### src/rtl/bfa_serial_adder.sv
// Bit-serial WIDTH-bit adder: one full-adder cell consumes an operand bit pair per clock,
// LSB first, with a start/done handshake and registered outputs.
module bfa_serial_adder #(
    parameter int unsigned WIDTH = 8
) (
    input  logic             clk,
    input  logic             rst_n,
    input  logic             start,
    input  logic [WIDTH-1:0] a,
    input  logic [WIDTH-1:0] b,
    input  logic             cin,
    output logic             busy,
    output logic             done,
    output logic [WIDTH-1:0] sum,
    output logic             cout
);

    localparam int unsigned CntW = $clog2(WIDTH);
    localparam logic [CntW-1:0] LastBit = CntW'(WIDTH - 1);

    typedef enum logic [0:0] {StIdle, StRun} state_e;

    state_e           state_q, state_d;
    logic [WIDTH-1:0] a_q, a_d, b_q, b_d, s_q, s_d;
    logic [WIDTH-1:0] sum_q, sum_d;
    logic [CntW-1:0]  cnt_q, cnt_d;
    logic             carry_q, carry_d;
    logic             busy_q, busy_d;
    logic             done_q, done_d;
    logic             cout_q, cout_d;

    // Full-adder cell fed by the operand shift register LSBs and the carry flop.
    logic [1:0] bfa_in;
    logic       so, co;

    assign bfa_in = {b_q[0], a_q[0]};
    assign so     = bfa_in[0] ^ bfa_in[1] ^ carry_q;
    assign co     = (bfa_in[0] & bfa_in[1]) | (carry_q & (bfa_in[0] | bfa_in[1]));

    always_comb begin
        state_d = state_q;
        a_d     = a_q;
        b_d     = b_q;
        s_d     = s_q;
        cnt_d   = cnt_q;
        carry_d = carry_q;
        sum_d   = sum_q;
        cout_d  = cout_q;
        done_d  = 1'b0;
        unique case (state_q)
            StIdle: begin
                if (start) begin
                    a_d     = a;
                    b_d     = b;
                    carry_d = cin;
                    cnt_d   = '0;
                    s_d     = '0;
                    state_d = StRun;
                end
            end
            StRun: begin
                s_d     = {so, s_q[WIDTH-1:1]};
                carry_d = co;
                a_d     = a_q >> 1;
                b_d     = b_q >> 1;
                cnt_d   = cnt_q + CntW'(1);
                if (cnt_q == LastBit) begin
                    sum_d   = {so, s_q[WIDTH-1:1]};
                    cout_d  = co;
                    done_d  = 1'b1;
                    state_d = StIdle;
                end
            end
            default: state_d = StIdle;
        endcase
        busy_d = (state_d == StRun);
    end

    always_ff @(posedge clk or negedge rst_n) begin
        if (!rst_n) begin
            state_q <= StIdle;
            a_q     <= '0;
            b_q     <= '0;
            s_q     <= '0;
            cnt_q   <= '0;
            carry_q <= 1'b0;
            busy_q  <= 1'b0;
            done_q  <= 1'b0;
            sum_q   <= '0;
            cout_q  <= 1'b0;
        end else begin
            state_q <= state_d;
            a_q     <= a_d;
            b_q     <= b_d;
            s_q     <= s_d;
            cnt_q   <= cnt_d;
            carry_q <= carry_d;
            busy_q  <= busy_d;
            done_q  <= done_d;
            sum_q   <= sum_d;
            cout_q  <= cout_d;
        end
    end

    assign busy = busy_q;
    assign done = done_q;
    assign sum  = sum_q;
    assign cout = cout_q;

endmodule

### config.mk
export PLATFORM = sky130hd
export DESIGN_NAME = bfa_serial_adder
export DESIGN_NICKNAME = d
export VERILOG_FILES = /design/src/rtl/bfa_serial_adder.sv
export SDC_FILE = /design/constraint.sdc
export NUM_CORES = 1
export LEC_CHECK = 0
export CAP_MARGIN = 20
export CORE_MARGIN = 3
export CORE_UTILIZATION = 50
export DETAILED_ROUTE_END_ITERATION = 10
export PLACE_DENSITY = 0.87
export SYNTH_ARGS = -nofsm -noshare
export SYNTH_HDL_FRONTEND = slang
export SYNTH_SLANG_ARGS = --single-unit
### constraint.sdc
create_clock -name clk -period 1.8 [get_ports clk]
set_input_delay 0.18 -clock clk [delete_from_list [all_inputs] [get_ports clk]]
set_output_delay 0.18 -clock clk [all_outputs]
set_load 0.02 [all_outputs]
# == After elaboration in Yosys (flattened, before gate mapping) ==
# Cells that the tools add are included.
# totals
regBits,39
# op_classes
add_sub_neg,1
eq_ne,2
muxes,15
bitwise,7
reduce_logical,1
# ops
operator,n
8-bit case mux with 2 select lines,3
8-bit 2-to-1 mux,3
3-bit case mux with 2 select lines,1
1-bit 2-to-1 mux,5
1-bit case mux with 2 select lines,2
"3-bit by 1-bit adder with 3-bit output, second input constant",1
"3-bit equality test, second input constant",1
3-bit 2-to-1 mux,1
1-bit AND,2
"2-bit != test, second input constant",1
1-bit OR,2
2-bit AND reduction,1
1-bit XOR,2
1-bit NOT,1

# == Logic depth before layout (Yosys ltp) ==
# depth
word_depth,4
mapped_depth,4
ltp_nobuf,4

# == Worst setup path before layout ==
# No wires, ideal clock.
# synth_timing
kind,register to register
start,register cnt_q[0]
end,"register cout_q, in the netlist cout"
arrival_ns,1.263
required_ns,1.675
setup_slack_ns,0.412
stages_incl_launch_ff,5
n_path_buf,0
period_less_slack_ns,1.388
path_cell_list,dfrtp_1 > ha_1 > ha_1 > nand2_2 > mux2_2
# synth_between
elab_chain_len,2
# synth_rtl
item,line_no,text
from (decl),26,"logic [CntW-1:0] cnt_q, cnt_d;"
from (signal assigned),96,cnt_q <= cnt_d;
3-bit equality test,67,if (cnt_q == LastBit) begin
2-bit AND reduction (no line),n/a,
to (signal assigned),101,cout_q <= cout_d;
to (decl),30,"logic cout_q, cout_d;"
# Every way passes these cells.
# A chain may end at the register's enable or synchronous reset.

# == Worst setup path after layout ==
# layout_timing
start,register cnt_q[0]
end,"register sum_q[3], in the netlist sum[3]"
# layout_between
elab_chain_len,2
# layout_rtl
item,line_no,text
3-bit equality test,67,
2-bit AND reduction (no line),n/a,
to (signal assigned),100,sum_q <= sum_d;
to (decl),25,"logic [WIDTH-1:0] sum_q, sum_d;"
# Every way passes these cells.

==> flow_metrics.env <==
export IMPL_vdd_drop_max_v=0.0007729
export IMPL_io_buffers=30
export IMPL_cp_arrival_ps=1760
export IMPL_dp_slack_ps=281.7
export IMPL_num_rows=20
export IMPL_slew_violations=0
export IMPL_die_area_mm2=0.003957
export IMPL_post_cts_buffers=0
export IMPL_fin_ws_ps=273.7
export IMPL_antenna_cells=0
export IMPL_multiInputGateArea_um2=598.1
export IMPL_finalCriticalPeriod_ps=1526
export IMPL_drt_iter0_markers=36
export IMPL_cp_depth=4
export IMPL_synth_compound_area_share_pct=8.578
export IMPL_antenna_found_initial=0
export IMPL_avgSynthCellArea_um2=12.36
export IMPL_synth_top_family_by_area="multiplexers"
export IMPL_start_util_pct=52.60
export IMPL_slowest_delay_ps=410
export IMPL_drive_above_1_share_pct=13.33
export IMPL_max_slew_worst_pin_slew_ps=819.7
export IMPL_slowest_stage="dfrtp_1"
export IMPL_critical_path_class="register to register"
export IMPL_vias=1074
export IMPL_drtAntennaViolNets=0
export IMPL_grt_pass1_wl_um=4961
export IMPL_period_share_pct=84.79
export IMPL_maxCapViolCount=0
export IMPL_slew_headroom_pct=45.36
export IMPL_ys_ff_latch=38
export IMPL_hp_class="input port to register"
export IMPL_fmax_ghz=0.6552
export IMPL_wl_per_cell_um=13.63
export IMPL_ctsResizeCount=0
export IMPL_syn_area_mm2=0.001619
export IMPL_htreeDepth=2
export IMPL_drt_wl_total_um=2849
export IMPL_fp_coreArea_mm2=0.003078
export IMPL_skew_ps=9.431
export IMPL_finalHoldViolCount=0
export IMPL_die_height_um=62.91
export IMPL_clockBufferDepth=2
export IMPL_crit_family="adder cells"
export IMPL_p_leak_nw=0.9511
export IMPL_grt_max_degree=39
export IMPL_yosys_area_share_adder_pct=2.782
export IMPL_grt_total_usage_pct=16.06
export IMPL_hold_buffers=1
export IMPL_synth_warnings=0
export IMPL_clock_latency_ps=340
export IMPL_clk_pin_slew_ps=110
export IMPL_startpoint_type="register"
export IMPL_drc=0
export IMPL_regArea_um2=950.9
export IMPL_cp_endpoint="sum[3]"
export IMPL_critPathRequiredTime_ps=2030
export IMPL_grt_overflow=0
export IMPL_die_width_um=62.91
export IMPL_p_per_area_mw_per_mm2=1529
export IMPL_fillCellCount=250
export IMPL_status="completed"
export IMPL_cts_sinks=38
export IMPL_ios=31
export IMPL_reg2reg_from="cnt_q[0]"
export IMPL_yosys_area_share_simple_pct=7.573
export IMPL_gp_congestion=0.7304
export IMPL_netlist_instances=131
export IMPL_synth_mux_area_share_pct=18.01
export IMPL_dp_hpwl_um=2042
export IMPL_synth_xor_xnor_area_share_pct=0
export IMPL_first_global_vias=1080
export IMPL_nNetsFinal=187
export IMPL_fin_worst_hold_slack_ps=443.7
export IMPL_tritoncts="yes"
export IMPL_critical_path_most_common_cell="ha_1"
export IMPL_viasPerCell=5.139
export IMPL_finalSetupTns_ps=0
export IMPL_cp_cell_sequence="ha_1 -> ha_1 -> nand2_2 -> mux2_2"
export IMPL_rsz0062_at_grt="false"
export IMPL_worst_path_buf_inv=0
export IMPL_synth_distinct_cells=19
export IMPL_setup_viol=0
export IMPL_clockRootBuffer="clkbuf_4"
export IMPL_r2r_end="sum[3]"
export IMPL_r2r_cells=4
export IMPL_synth_fp_nets=154
export IMPL_end_kind="register"
export IMPL_worstPathMaxFanout=10
export IMPL_syn_to_final_growth_pct=24.27
export IMPL_numCtsBuffers=5
export IMPL_critPathLaunch="cnt_q[0]"
export IMPL_firstDrtPassIters=4
export IMPL_ys_seq_area_share_pct=58.73
export IMPL_worst_r2r_setup_slack_ps=270
[synth_stat cells]
library cell / instances / area (µm²)
fa_1: 1 / 20.02
buf_8: 1 / 15.01
nand2_2: 1 / 6.260
o21ai_1: 9 / 45.04
nand2_1: 19 / 71.32
nor2_2: 1 / 6.260
o21ai_0: 10 / 50.05
a22o_1: 5 / 43.79
buf_2: 2 / 10.01
ha_1: 2 / 25.02
clkbuf_1: 1 / 3.750
nor2_1: 2 / 7.510
inv_1: 2 / 7.510
buf_6: 1 / 11.26
mux2_2: 9 / 101.4
buf_4: 3 / 22.52
dfrtp_1: 38 / 950.9
mux2i_1: 19 / 190.2
nand2b_1: 5 / 31.28
[report_power, final]
group / internal [mW] / switching [mW] / leakage (nW)
combinational: 0.614 / 0.594 / 0.421
clock: 0.189 / 0.270 / 0.0353
sequential: 1.20 / 0.211 / 0.495
total: 2.00 / 1.07 / 0.951
[metal layers]
metal  vias to the layer above  global-route usage (%)  wire [µm]
met5                         -                       0          0
met4                         0                   4.959         29
met3                         3                   5.576        134
met2                        31                   26.61       1465
met1                       520                   19.62       1220
li1                        520                       -          -
[final cells by class]
cell class / count / share of cell area [%]
Tap cell: 44 / 2.736
Sequential cell: 38 / 47.26
Timing Repair Buffer: 34 / 16.92
Clock inverter: 1 / 0.2488
Inverter: 2 / 0.3731
Multi-Input combinational cell: 83 / 29.73
Clock buffer: 7 / 2.736
[sequential cells by signal, indices dropped and copies added, names as in the netlist]
name and count:
cnt_q 3, cout 1, busy 1, sum 8
carry_q 1, done 1, a_q 8, b_q 8
s_q 7
[worst reg2reg max path, stage by stage, from the launching register on]
cell,delay [ps]
dfrtp_1,410
ha_1,210
ha_1,210
nand2_2,210
mux2_2,370
[stage by stage]
| stage | utilization, % | cell area (µm²) | std cells | power (mW) |
|---|---|---|---|---|
| CTS | 65.37 | 2012 | 209 | 3.123 |
| detailed placement | 63.09 | 1942 | 200 | 2.657 |
| global route | 65.37 | 2012 | 209 | 3.307 |
| floorplan | - | 1619 | 131 | 2.203 |
| finish | 65.37 | 2012 | 209 | 3.077 |
| global placement | 63.09 | 1942 | 200 | 2.559 |
[cells by family after synthesis]
group	Yosys count
AO/OA/AOI/OAI	24
multiplexers	28
flip-flops	38
buffers and inverters	10
adder cells (fa/ha/maj)	3
AND/OR/NAND/NOR	28
[worst min path at each step]
stage                from      to  slack (ps)  cells past startpoint
floorplan           rst_n  a_q[0]        -120                      0
global placement    rst_n  a_q[2]         310                      1
detailed placement  rst_n  a_q[2]         330                      1
CTS                  b[7]  b_q[7]         430                      3
global route         b[2]  b_q[2]         450                      3
finish               b[7]  b_q[7]         440                      3
[layout by cell type (no fill, tap or decap), types with 2 or more instances in the layout]
| master | count |
|---|---|
| o21ai_0 | 10 |
| ha_1 | 2 |
| inv_1 | 2 |
| dfrtp_1 | 38 |
| clkbuf_4 | 5 |
| buf_4 | 2 |
| a22o_1 | 5 |
| clkdlybuf4s50_1 | 29 |
| nor2_1 | 2 |
| nand2b_1 | 5 |
| mux2i_1 | 19 |
| nand2_1 | 19 |
| o21ai_1 | 9 |
| mux2_2 | 9 |
(Power assumes the default switching activity.)
